===== src/rtl/ext_irq_ctrl.sv =====
// External interrupt controller: synchronises and edge-detects interrupt lines, latches them
// as pending, and runs a raise/ack/done handshake with the core for the lowest-index enabled source.
module ext_irq_ctrl #(
    parameter int              NSRC     = 4,
    parameter int              ID_W     = 2,
    parameter logic [NSRC-1:0] MASK_RST = {NSRC{1'b1}}
) (
    input  logic            CLOCK_50,
    input  logic            reset,
    input  logic [NSRC-1:0] irq_src,
    input  logic            mask_we,
    input  logic [NSRC-1:0] mask_wdata,
    input  logic            irq_ack,
    input  logic            irq_done,
    output logic            ExtIRQ,
    output logic [ID_W-1:0] irq_id,
    output logic [NSRC-1:0] pending,
    output logic            irq_lost
);

    typedef enum logic [1:0] {
        IDLE       = 2'd0,
        ASSERT     = 2'd1,
        IN_SERVICE = 2'd2
    } state_t;

    state_t          state_r;
    state_t          state_s;
    logic [NSRC-1:0] sync1_r;
    logic [NSRC-1:0] sync2_r;
    logic [NSRC-1:0] sync3_r;
    logic [NSRC-1:0] pending_r;
    logic [NSRC-1:0] mask_r;
    logic            irq_lost_r;
    logic            ext_irq_r;
    logic [ID_W-1:0] irq_id_r;
    logic            ext_irq_s;
    logic [ID_W-1:0] irq_id_s;
    logic [NSRC-1:0] clr_s;
    logic [NSRC-1:0] rise_s;
    logic [NSRC-1:0] req_s;

    // Fixed priority: the lowest set index wins.
    function automatic logic [ID_W-1:0] lowest_idx(input logic [NSRC-1:0] vec);
        lowest_idx = {ID_W{1'b0}};
        for (int i = NSRC - 1; i >= 0; i--) begin
            if (vec[i]) begin
                lowest_idx = i[ID_W-1:0];
            end
        end
    endfunction

    assign rise_s   = sync2_r & ~sync3_r;
    assign req_s    = pending_r & mask_r;
    assign ExtIRQ   = ext_irq_r;
    assign irq_id   = irq_id_r;
    assign pending  = pending_r;
    assign irq_lost = irq_lost_r;

    // Handshake next-state, request/id outputs and the pending clear strobe.
    always_comb begin
        state_s   = state_r;
        ext_irq_s = ext_irq_r;
        irq_id_s  = irq_id_r;
        clr_s     = {NSRC{1'b0}};
        case (state_r)
            IDLE: begin
                if (req_s != {NSRC{1'b0}}) begin
                    state_s   = ASSERT;
                    ext_irq_s = 1'b1;
                    irq_id_s  = lowest_idx(req_s);
                end else begin
                    state_s   = IDLE;
                    ext_irq_s = 1'b0;
                end
            end
            ASSERT: begin
                // A simultaneous irq_done is deliberately ignored here.
                if (irq_ack) begin
                    state_s          = IN_SERVICE;
                    ext_irq_s        = 1'b0;
                    clr_s[irq_id_r]  = 1'b1;
                end else begin
                    state_s   = ASSERT;
                    ext_irq_s = 1'b1;
                end
            end
            IN_SERVICE: begin
                ext_irq_s = 1'b0;
                if (irq_done) begin
                    state_s = IDLE;
                end else begin
                    state_s = IN_SERVICE;
                end
            end
            default: begin
                state_s   = IDLE;
                ext_irq_s = 1'b0;
                irq_id_s  = {ID_W{1'b0}};
            end
        endcase
    end

    // All state: synchroniser, pending/lost/mask and the handshake registers.
    always_ff @(posedge CLOCK_50) begin
        if (!reset) begin
            sync1_r    <= {NSRC{1'b0}};
            sync2_r    <= {NSRC{1'b0}};
            sync3_r    <= {NSRC{1'b0}};
            pending_r  <= {NSRC{1'b0}};
            mask_r     <= MASK_RST;
            irq_lost_r <= 1'b0;
            ext_irq_r  <= 1'b0;
            irq_id_r   <= {ID_W{1'b0}};
            state_r    <= IDLE;
        end else begin
            sync1_r    <= irq_src;
            sync2_r    <= sync1_r;
            sync3_r    <= sync2_r;
            // A new edge wins over the acknowledge clear of the same source.
            pending_r  <= rise_s | (pending_r & ~clr_s);
            irq_lost_r <= irq_lost_r | (|(rise_s & pending_r & ~clr_s));
            if (mask_we) begin
                mask_r <= mask_wdata;
            end else begin
                mask_r <= mask_r;
            end
            ext_irq_r  <= ext_irq_s;
            irq_id_r   <= irq_id_s;
            state_r    <= state_s;
        end
    end

endmodule


===== config.mk =====
export PLATFORM = sky130hd
export DESIGN_NAME = ext_irq_ctrl
export DESIGN_NICKNAME = d
export VERILOG_FILES = /design/src/rtl/ext_irq_ctrl.sv
export SDC_FILE = /design/constraint.sdc
export NUM_CORES = 1
export LEC_CHECK = 0
export ABC_CLOCK_PERIOD_IN_PS = 2100
export BUFFER_PORTS_ARGS = -buffer_cell sky130_fd_sc_hd__buf_2
export CAP_MARGIN = 0
export CORE_AREA = 2 2 50 52
export CTS_BUF_LIST = sky130_fd_sc_hd__clkbuf_8
export CTS_CLUSTER_SIZE = 30
export DETAILED_ROUTE_END_ITERATION = 6
export DIE_AREA = 0 0 52 54
export PLACE_DENSITY = 0.73
export SETUP_SLACK_MARGIN = 0.15
export SKIP_CTS_REPAIR_TIMING = 1
export SLEW_MARGIN = 20
export SYNTH_ARGS = -nofsm -noshare
export SYNTH_HDL_FRONTEND = slang
export SYNTH_SLANG_ARGS = --single-unit

===== constraint.sdc =====
create_clock -name CLOCK_50 -period 2.1 [get_ports CLOCK_50]
set_clock_uncertainty 0.2 [all_clocks]
set_input_delay 0.525 -clock CLOCK_50 [delete_from_list [all_inputs] [get_ports CLOCK_50]]
set_output_delay 0.525 -clock CLOCK_50 [all_outputs]
set_load 0.01 [all_outputs]

# Word-level counts from Yosys, hierarchy flattened
# Cells that the tools add are included.
# totals
latch_bits,0
rom_bits,0
output_inout_bits,8
register_bits,26
wordCells,47
mem_bits_rw,0
mem_count,0
inputBits,13
# classes
mux,17
bitwise_logic,10
shift,0
magnitude_cmp,2
n_reduce_logical,6
n_div,0
multipliers,0
n_addsub,0
eq_ne,3
# op_table
operator,n
$and 4x4->4,5
$mux 2,7
$mux 4,2
$not 4->4,2
$pmux 2 s3,1
$mux 1,4
$or 4x4->4,1
$pmux 2 s2,1
$reduce_bool 4->1,1
$reduce_or 4->1,1
$lt 2x3->1 const B,1
$demux 1 s2,1
$eq 2x1->1 const B,1
$eq 2x2->1 const B,1
$ge 2x1->1 const B,1
$logic_not 2->1,1
$ne 2x2->1 const B,1
$pmux 1 s2,1
$reduce_and 2->1,1
$reduce_or 2->1,1
$logic_and 1x1->1,1
$not 1->1,1
$or 1x1->1,1

# Depth between registers and ports, before layout
# Gate-level depths: netlist of run 1.
# depth
ltp_word,10
mapped_depth,6
depth_no_buf,6

# Worst setup path after synthesis of run 1
# No wires, ideal clock.
# synth_timing
path_type,reg2reg
startpoint,register state_r[1]
endpoint,"register irq_lost_r, in the netlist irq_lost"
slack_ns,0.684
setup_ns,0.115
synth_period_minus_slack_ns,1.416
n_path_buf,0
t_required_ns,1.785
path_stages_with_launch,7
arrival_ns,1.101
path_cell_list,dfxtp_1 -> inv_1 -> ha_1 -> nand2_1 -> o31ai_2 -> o21ai_1 -> o21a_1
# synth_between
elab_chain_cells,6
# synth_rtl
item,line_no,rtl
start: declaration,27,state_t state_r;
start signal: assignment,130,state_r <= state_s;
$eq 2x1->1,66,case (state_r)
$mux 4,66,
$not 4->4,122,irq_lost_r <= irq_lost_r | (|(rise_s & pending_r & ~clr_s));
$and 4x4->4,122,
$reduce_or 4->1,122,
$or 1x1->1,122,
end signal: assignment,122,
end: declaration,34,logic irq_lost_r;
# Every way passes these cells.
# A chain may end at the register's enable or synchronous reset.

# Worst setup path in the final report of run 1
# layout_timing
startpoint,"register irq_id_r[0], in the netlist irq_id[0]"
endpoint,output port irq_id[0]
# layout_rtl
item,line_no,rtl
start: declaration,36,logic [ID_W-1:0] irq_id_r;
start signal: assignment,114,irq_id_r <= {ID_W{1'b0}};
start signal: assignment,129,irq_id_r <= irq_id_s;
end: declaration,16,"output logic [ID_W-1:0] irq_id,"
# No word-level cell between the ends.

==> results.txt, run 1 <==
The aggregate global-route resource usage is 0.138. The number of synthesized register bits is 26. In this run, placement finished with an instance count of 144. The remaining design rule violation count is 0. The number of buffers and inverters on the critical path came out at 1. The maximum net fanout on the critical path came out at 6. After global routing the overflow that remains totals 0. CTS built an H-tree with a depth of 1.

The share of the clock period used by the worst path came out at 0.768. The design area is 0.00119 mm2. After detailed routing, the average wire length per cell comes to 11.0 um.

The clock sink total is 26. For this block, the routed nets add up to 1620 um of wire. The share of synthesized area in the top cell type comes to 0.523. The time the worst path needs with I/O delays and setup is 1.61 ns. The dominant cell type by area after synthesis is dfxtp_1.

The largest single stage delay on the critical path is 0.44 ns. At the pin with the least slew margin, the transition time is 0.375 ns. The tool flagged a number of max-cap violations equal to 0. For this run, the leading register cell type out of synthesis is dfxtp_1. The largest individual stage delay along the critical path comes from the cell dfxtp_1. The tightest min-delay check is of the flip-flop to flip-flop type. The data arrival at the endpoint of the critical path came out at 0.89 ns. The CTS buffer count is 3.

The clock network latency to the later pin of the worst-skew pair is 0.27 ns. The wire length of the first global-routing pass came out at 2730 um. The tightest hold path in the finished design has a slack of 0.237 ns. The via density per instance came out at 4.93. In this run the deepest clock path goes through 2 buffers. Adding up every negative setup slack in the final design gives 0 ns. Measured on the finished design, the core utilization comes to 0.514. The worst setup path is of the flip-flop to primary output kind. The worst slew slack as a fraction of its limit is 0.750. The number of antenna violations at the first check in global routing came out at 0. The worst voltage drop across the vdd grid came out at 0.000661 V. The worst setup path is captured at a primary output. TritonCTS built the clock tree.

The final-report setup violation count is 0. The instance area after placement is 0.00112 mm2. By count the netlist is led by dfxtp_1, and2_1, nand2_1. The floorplan step defined a die boundary enclosing 0.00281 mm2. The vertical extent of the die came out at 54 um. The synthesis-to-finish area growth came out at 19.7%. Of the cells placed in the final design, the portion with a size suffix greater than 1 is 0.246. The number of warnings printed during yosys synthesis is 0. The worst setup path is launched from a flip-flop.

The floorplan has 18 rows. Sorting the synthesized cells by area gives the leading types as dfxtp_1, and2_1, ha_1. The critical path goes through buf_2. After clock tree synthesis, the clock-pin slew on the worst setup and hold paths is 0.08 ns. The count of inserted antenna diode cells is 0. The core box area is 0.00232 mm2. The global placer's final weighted congestion is 0.745. The final non-filler cell total is 148. Entering global routing, the biggest net connects 27 pins.

The sum of net half-perimeters after detailed placement came out at 1150 um. The number of global-route vias before repair came out at 671. The leakage power came out at 0.522 nW. The length of the first detailed-routing pass in iterations is 4. The net count of the mapped netlist is 114. The total via count in the routed design is 729.

For this run, the register share of the synthesized area comes to 0.523. The fraction of registers with async set or reset after synthesis came out at 0. After filler insertion, the fill cell instance count of the layout stands at 225. The maximum operating frequency is 0.620 GHz. The max-slew violation count came out at 0. Pin placement for this block handled 21 I/O pins. The number of library cell types mapped by synthesis came out at 27.

The synthesized cell area came out at 996 um2. The count of buffers from port buffering is 20. Data on the critical path is required at its endpoint by 1.37 ns. In this design, the largest share of critical-path delay is due to flip-flops. A synthesized cell averages 10.3 um2. Setup repair after global routing left no endpoint under its margin. The most common cell in the synthesized netlist is dfxtp_1. The flow ran to the end, and the final reports show no timing, DRC or antenna violations. The power per cell area is 881 mW/mm2. The final-stage net count is 136. The initial utilization of the core area, before any placement, comes to 0.429. The number of failing hold endpoints at the final stage came to 0.

The post-route antenna net violation count is 0. The die is 52 um wide. In this run, synthesis inferred 0 flip-flops with an integrated enable. The cell sitting at the root of the clock tree is a clkbuf_8. The number of instances in the synthesized netlist came out at 97.

The detailed router's first-iteration violation count is 6.
stage by stage:
step           total power, mW  setup slack, ns
3_3_place_gp             0.654            0.586
3_5_place_dp             0.658            0.552
5_1_grt                   1.10            0.422
4_1_cts                   1.06            0.478
6_report                  1.05            0.486
2_1_floorplan            0.622            0.684
final cells by class:
type                            count  area, um2  share of cell area
Clock inverter                      1       30.0              0.0252
Multi-Input combinational cell     66        455               0.382
Inverter                            2       7.51             0.00630
Timing Repair Buffer               20        100              0.0839
Clock buffer                        3       41.3              0.0346
Sequential cell                    26        520               0.437
Tap cell                           30       37.5              0.0315
state kept, by name (all words and copies together), names as in the netlist:
register,cells
ExtIRQ,1
irq_lost,1
sync2_r,4
irq_id,2
mask_r,4
sync1_r,4
pending,4
state_r,2
sync3_r,4
worst paths after layout:
check | from | to | slack, ns | cells after the start
worst min register to register | sync1_r[0]$_SDFF_PN0_ | sync2_r[0]$_SDFF_PN0_ | 0.24 | 1
worst max-delay path | irq_id[0]$_SDFFE_PN0P_ | irq_id[0] | 0.49 | 1
worst min-delay path | sync1_r[0]$_SDFF_PN0_ | sync2_r[0]$_SDFF_PN0_ | 0.24 | 1
worst max register to register | state_r[1]$_SDFF_PN0_ | irq_lost$_SDFF_PN0_ | 0.56 | 6
layout by cell type (no fill, tap or decap):
| cell | synthesis | final |
|---|---|---|
| dfxtp_1 | 26 | 26 |
| buf_2 | 1 | 20 |
| and2_1 | 12 | 12 |
| nand2_1 | 8 | 8 |
| nor2b_1 | 5 | 5 |
| a21oi_1 | 5 | 5 |
| mux2i_1 | 4 | 4 |
| nand2b_1 | 4 | 4 |
| o21ai_1 | 4 | 4 |
| ha_1 | 4 | 4 |
| nand3_1 | 3 | 3 |
| clkbuf_8 | 0 | 3 |
| inv_1 | 2 | 2 |
| nand4_1 | 2 | 2 |
| nor2_1 | 2 | 2 |
| a21boi_0 | 2 | 2 |
| o31ai_2 | 1 | 1 |
| and3b_1 | 1 | 1 |
| nand4b_1 | 1 | 1 |
| o211ai_2 | 1 | 1 |
| o21a_1 | 1 | 1 |
| a22oi_2 | 1 | 1 |
| and2b_2 | 1 | 1 |
| and3_1 | 1 | 1 |
| o221a_2 | 1 | 1 |
| a32o_1 | 1 | 1 |
| a41o_1 | 1 | 1 |
| bufinv_16 | 0 | 1 |
cell families after synthesis:
kind of cell / count (synthesis) / share of synthesized area
simple gates: 40 / 0.230
fa+ha+maj: 4 / 0.0503
buf+inv: 5 / 0.0201
compound gates: 18 / 0.137
mux: 4 / 0.0402
flops: 26 / 0.523
power by group:
group,total (mW),switching [mW],leakage (nW),internal [mW]
Clock,0.403,0.148,0.0357,0.255
Sequential,0.540,0.0197,0.214,0.520
Combinational,0.107,0.0538,0.272,0.0533
Total,1.05,0.222,0.522,0.828
routing by layer:
metal  global-route usage  vias up  wire length, um  share of wire
li1                     -      376                -              -
met1                0.129      333              712           0.44
met2                0.255       15              772           0.48
met3               0.0444        5               91          0.056
met4               0.0921        0               46          0.028
met5                    0        -                0              0
(Power assumes the default switching activity.)
==> run 2, diff against run 1 <==
- ABC_AREA: unset -> 1
- ABC_CLOCK_PERIOD_IN_PS: 2100 -> 1500
- CORE_AREA: 2 2 50 52 -> 2 2 51 53
- DIE_AREA: 0 0 52 54 -> 0 0 53 55
- PLACE_DENSITY: 0.73 -> 0.74
- clock period: 2.1 -> 1.5 ns (I/O delays scaled with it)
==> run 2 against run 1 <==
  * Critical path type unchanged
  * Non-clock buffer count increased by 7
  * Worst hold slack got worse by 0.16 ns
  * Synthesized cell count increased by 53%
  * Combinational power increased to 2.5 times the previous value
  * Final area increased by 20%
  * Highest routed layer unchanged
  * Sequential cell count unchanged
  * Global-route usage increased by 0.70 points
  * Die area increased by 3.8%
  * Sequential power increased by 43%
  * Setup slack got worse by 0.35 ns
  * Sequential share of layout area decreased by 6.0 points
  * Cell count increased by 40%
==> results.txt, run 2 <==
The flip-flop cell with the highest count after synthesis is dfxtp_1 (unchanged). The CTS buffer count came out at 3 (unchanged). The dominant cell type by area after synthesis is dfxtp_1 (unchanged). The clock network latency to the later pin of the worst-skew pair is 0.27 ns (about the same). The critical path launch point type is a flip-flop (unchanged). The length of the first detailed-routing pass in iterations is 4 (unchanged). The peak per-stage delay on the critical path was 0.38 ns (was 0.44 ns). The sum of internal, switching and leakage power is 1.62 mW (was 1.05 mW).

The number of placement rows came out at 18 (unchanged). The number of flops mapped to enable cells by yosys came out at 0 (unchanged). Unrepaired setup endpoints after global routing: yes (was no). The setup total negative slack came out at 0 ns (unchanged). The total via count in the routed design is 941 (was 729).

The wire length of the first global-routing pass came to 3010 um (was 2730 um). The cell family with the largest share of critical-path delay is flip-flops (unchanged). The worst-case reg-to-reg path depth came out at 9 (was 6). The share of the clock period used by the worst path is 0.909. The post-route antenna net violation count came out at 0 (unchanged).

The count of inserted antenna diode cells was 0 (unchanged). The number of synthesized register bits came out at 26 (unchanged). The final core area utilization came to 0.605 (was 0.514).

The vertical extent of the die came out at 55 um (was 54 um). The via density per instance is 4.55 (was 4.93). The number of antenna violations at the first check in global routing was 0 (unchanged).

The number of instances in the synthesized netlist is 148 (was 97). The number of library cell types mapped by synthesis came out at 19 (was 27). The internal power is 1.22 mW (was 0.828 mW). The share of final-layout standard cells stronger than drive strength 1 came out at 0.350 (was 0.246).

The worst min-delay path category is primary input to flip-flop (was flip-flop to flip-flop). The terminus of the critical flop-to-flop path is irq_lost$_SDFF_PN0_ (unchanged). The net count of the mapped netlist is 165 (was 114). Run status: completed (unchanged). The average footprint of a synthesized cell came to 7.25 um2 (was 10.3 um2).

The initial core utilization is 0.454 (was 0.429). The overflow left after global routing is 0 (unchanged). The logic gate share of total power is 0.168 (was 0.102). The maximum net fanout on the critical path is 5 (was 6). The detailed router's first-iteration violation count came to 16 (was 6).

Ranking of synthesized cells by area: dfxtp_1, nand2_1, inv_1 (was dfxtp_1, and2_1, ha_1). The maximum clock path buffer count came to 2 (unchanged). The destination of the worst hold path is sync1_r[3]$_SDFF_PN0_ (was sync2_r[0]$_SDFF_PN0_). Commonest non-fill, non-tap cells in the layout: nand2_1, inv_1, dfxtp_1, buf_2, nor2_1 (was dfxtp_1, buf_2, and2_1, nand2_1). The final-report setup violation count came out at 0 (unchanged). The clock transition at the registers of the reported paths came to 0.09 ns (was 0.08 ns). The most numerous cell in the Yosys netlist is nand2_1 (was dfxtp_1).

The power share of the sequential group came out at 0.476 (was 0.514). The routed design could run at a clock period as short as 1.36 ns. The I/O pin count came out at 21 (unchanged). The most common library cell in the layout ignoring fill and taps is nand2_1 (was dfxtp_1). The synthesis-to-finish area growth came out at 33.2% (was 19.7%). The data arrival at the endpoint of the critical path is 0.79 ns (was 0.89 ns).

The sequential share of the synthesized area came out at 0.485 (was 0.523). The leakage power was 0.760 nW (was 0.522 nW). The source of the worst hold timing path is irq_src[3] (was sync1_r[0]$_SDFF_PN0_). The actual slew at the worst max-slew pin is 0.177 ns (was 0.375 ns). The number of buffers and inverters on the critical path is 1 (unchanged). The wire length per cell is 10.8 um (was 11.0 um). The portion of total power attributed to the clock network is 0.356 (was 0.384). The switching power as a share of total power is 0.247 (was 0.211). The largest net degree at the start of global routing is 16 (was 27). The aggregate routed wire length came out at 2240 um (was 1620 um).

Series of cell instances along the critical path: buf_2 (unchanged). The startpoint-to-endpoint class of the critical path is flip-flop to primary output (unchanged). The global placer's final weighted congestion is 0.823 (was 0.745). The sum of net half-perimeters after detailed placement came out at 1410 um (was 1150 um). The power per cell area is 1130 mW/mm2 (was 881 mW/mm2). The clock sink total came out at 26 (unchanged). The remaining design rule violation count was 0 (unchanged). The synthesized cell area is 0.00107 mm2 (was 996 um2).

The final-stage net count came out at 195 (was 136). The max-slew violation count is 0 (unchanged). The die span in x came out at 53 um (was 52 um). The number of global-route vias before repair is 730 (was 671).

The power dissipated by switching net loads came to 0.399 mW (was 0.222 mW). The worst-path cell with the longest stage delay was dfxtp_2 (was dfxtp_1). The TritonCTS clock tree is built (unchanged). The count of buffers from port buffering is 20 (unchanged). The worst voltage drop across the vdd grid came out at 0.000778 V (was 0.000661 V). The slack of the worst reg-to-reg path is 0.14 ns (was 0.56 ns). The number of H-tree levels is 1 (unchanged). The number of violations of the max-capacitance limit is 0 (unchanged). The worst hold path cell count came out at 3 (was 1). Synth top cells by count: nand2_1, inv_1, dfxtp_1 (was dfxtp_1, and2_1, nand2_1). The die area is 0.00292 mm2 (was 0.00281 mm2). The core box area came to 0.00236 mm2 (was 0.00232 mm2). The aggregate global-route resource usage came out at 0.145 (was 0.138). The worst slew slack as a fraction of its limit is 0.882 (was 0.750).

Timing would allow up to 0.734 GHz. The count of fill cells added during filler insertion is 208 (was 225). The launch instance of the worst register-to-register path is state_r[1]$_SDFF_PN0_ (unchanged). The number of warnings printed during yosys synthesis was 0 (unchanged).

The area share of the largest cell type after synthesis came to 0.485 (was 0.523). The critical path endpoint category was a primary output (unchanged). The required time of the worst setup path came out at 0.92 ns (was 1.37 ns).

The number of failing hold endpoints at the final stage is 0 (unchanged). The fraction of registers with async set or reset after synthesis is 0 (unchanged). The root buffer selected by CTS was clkbuf_8 (unchanged).
[run 2: cell types whose count changed in the layout (fill, tap and decap cells not counted), sizes merged, moves of 2 or more]
cell	change
nor2	+10
buf	+7
nand2b	-4
o21ai	-4
nor2b	-5
a21boi	-2
and2	-11
mux2i	-4
nand2	+44
nand3	+6
inv	+31
[run 2: how the worst max path moves through the flow]
stage / startpoint / to / slack [ns] / cells past startpoint
5_1_grt: state_r[1]$_SDFF_PN0_ / irq_lost$_SDFF_PN0_ / 0.03 / 9
3_3_place_gp: state_r[0]$_SDFF_PN0_ / irq_id[0]$_SDFFE_PN0P_ / 0.15 / 8
6_report: irq_id[1]$_SDFFE_PN0P_ / irq_id[1] / 0.14 / 1
3_5_place_dp: state_r[1]$_SDFF_PN0_ / irq_lost$_SDFF_PN0_ / 0.1 / 9
2_1_floorplan: state_r[1]$_SDFF_PN0_ / irq_lost$_SDFF_PN0_ / 0.21 / 9
4_1_cts: pending[3]$_SDFF_PN0_ / pending[3] / 0.04 / 1
[run 2: cells by family after synthesis]
kind of cell	count (synthesis)	synth area share
AND/OR/NAND/NOR	76	0.297
buffers and inverters	35	0.133
flip-flops	26	0.485
AO/OA/AOI/OAI	7	0.0385
adder cells (fa/ha/maj)	4	0.0466
[run 2: per-layer routing]
metal  share of wire  GRT usage  vias to the layer above
met5               0          0                        -
li1                -          -                      490
met2            0.55      0.248                       18
met4           0.026     0.0641                        0
met3           0.033     0.0323                        7
met1            0.39      0.174                      426
[run 2: final cells by class]
type / count / area (um2) / area share
Sequential cell: 26 / 538 / 0.376
Multi-Input combinational cell: 87 / 474 / 0.332
Timing Repair Buffer: 27 / 178 / 0.124
Inverter: 33 / 131 / 0.0919
Clock buffer: 3 / 41.3 / 0.0289
Tap cell: 30 / 37.5 / 0.0262
Clock inverter: 1 / 30.0 / 0.0210
[run 2: metrics by stage]
step	cell area [um2]	cells	hold slack, ns	setup WS (ns)
2_1_floorplan	1070	148	0.190	0.212
3_3_place_gp	1200	197	0.193	0.146
3_5_place_dp	1200	197	0.200	0.0962
4_1_cts	1270	201	0.0797	0.0366
5_1_grt	1430	207	0.0882	0.0339
6_report	1430	207	0.0755	0.137
[run 2: power groups by stage]
stage                     sequential, mW  combinational, mW  clock (mW)
final                              0.771              0.272       0.577
after global routing               0.776              0.305       0.615
after CTS                          0.766              0.197       0.580
after detailed placement           0.782              0.196           0
after global placement             0.779              0.189           0
after floorplan                    0.784              0.130           0
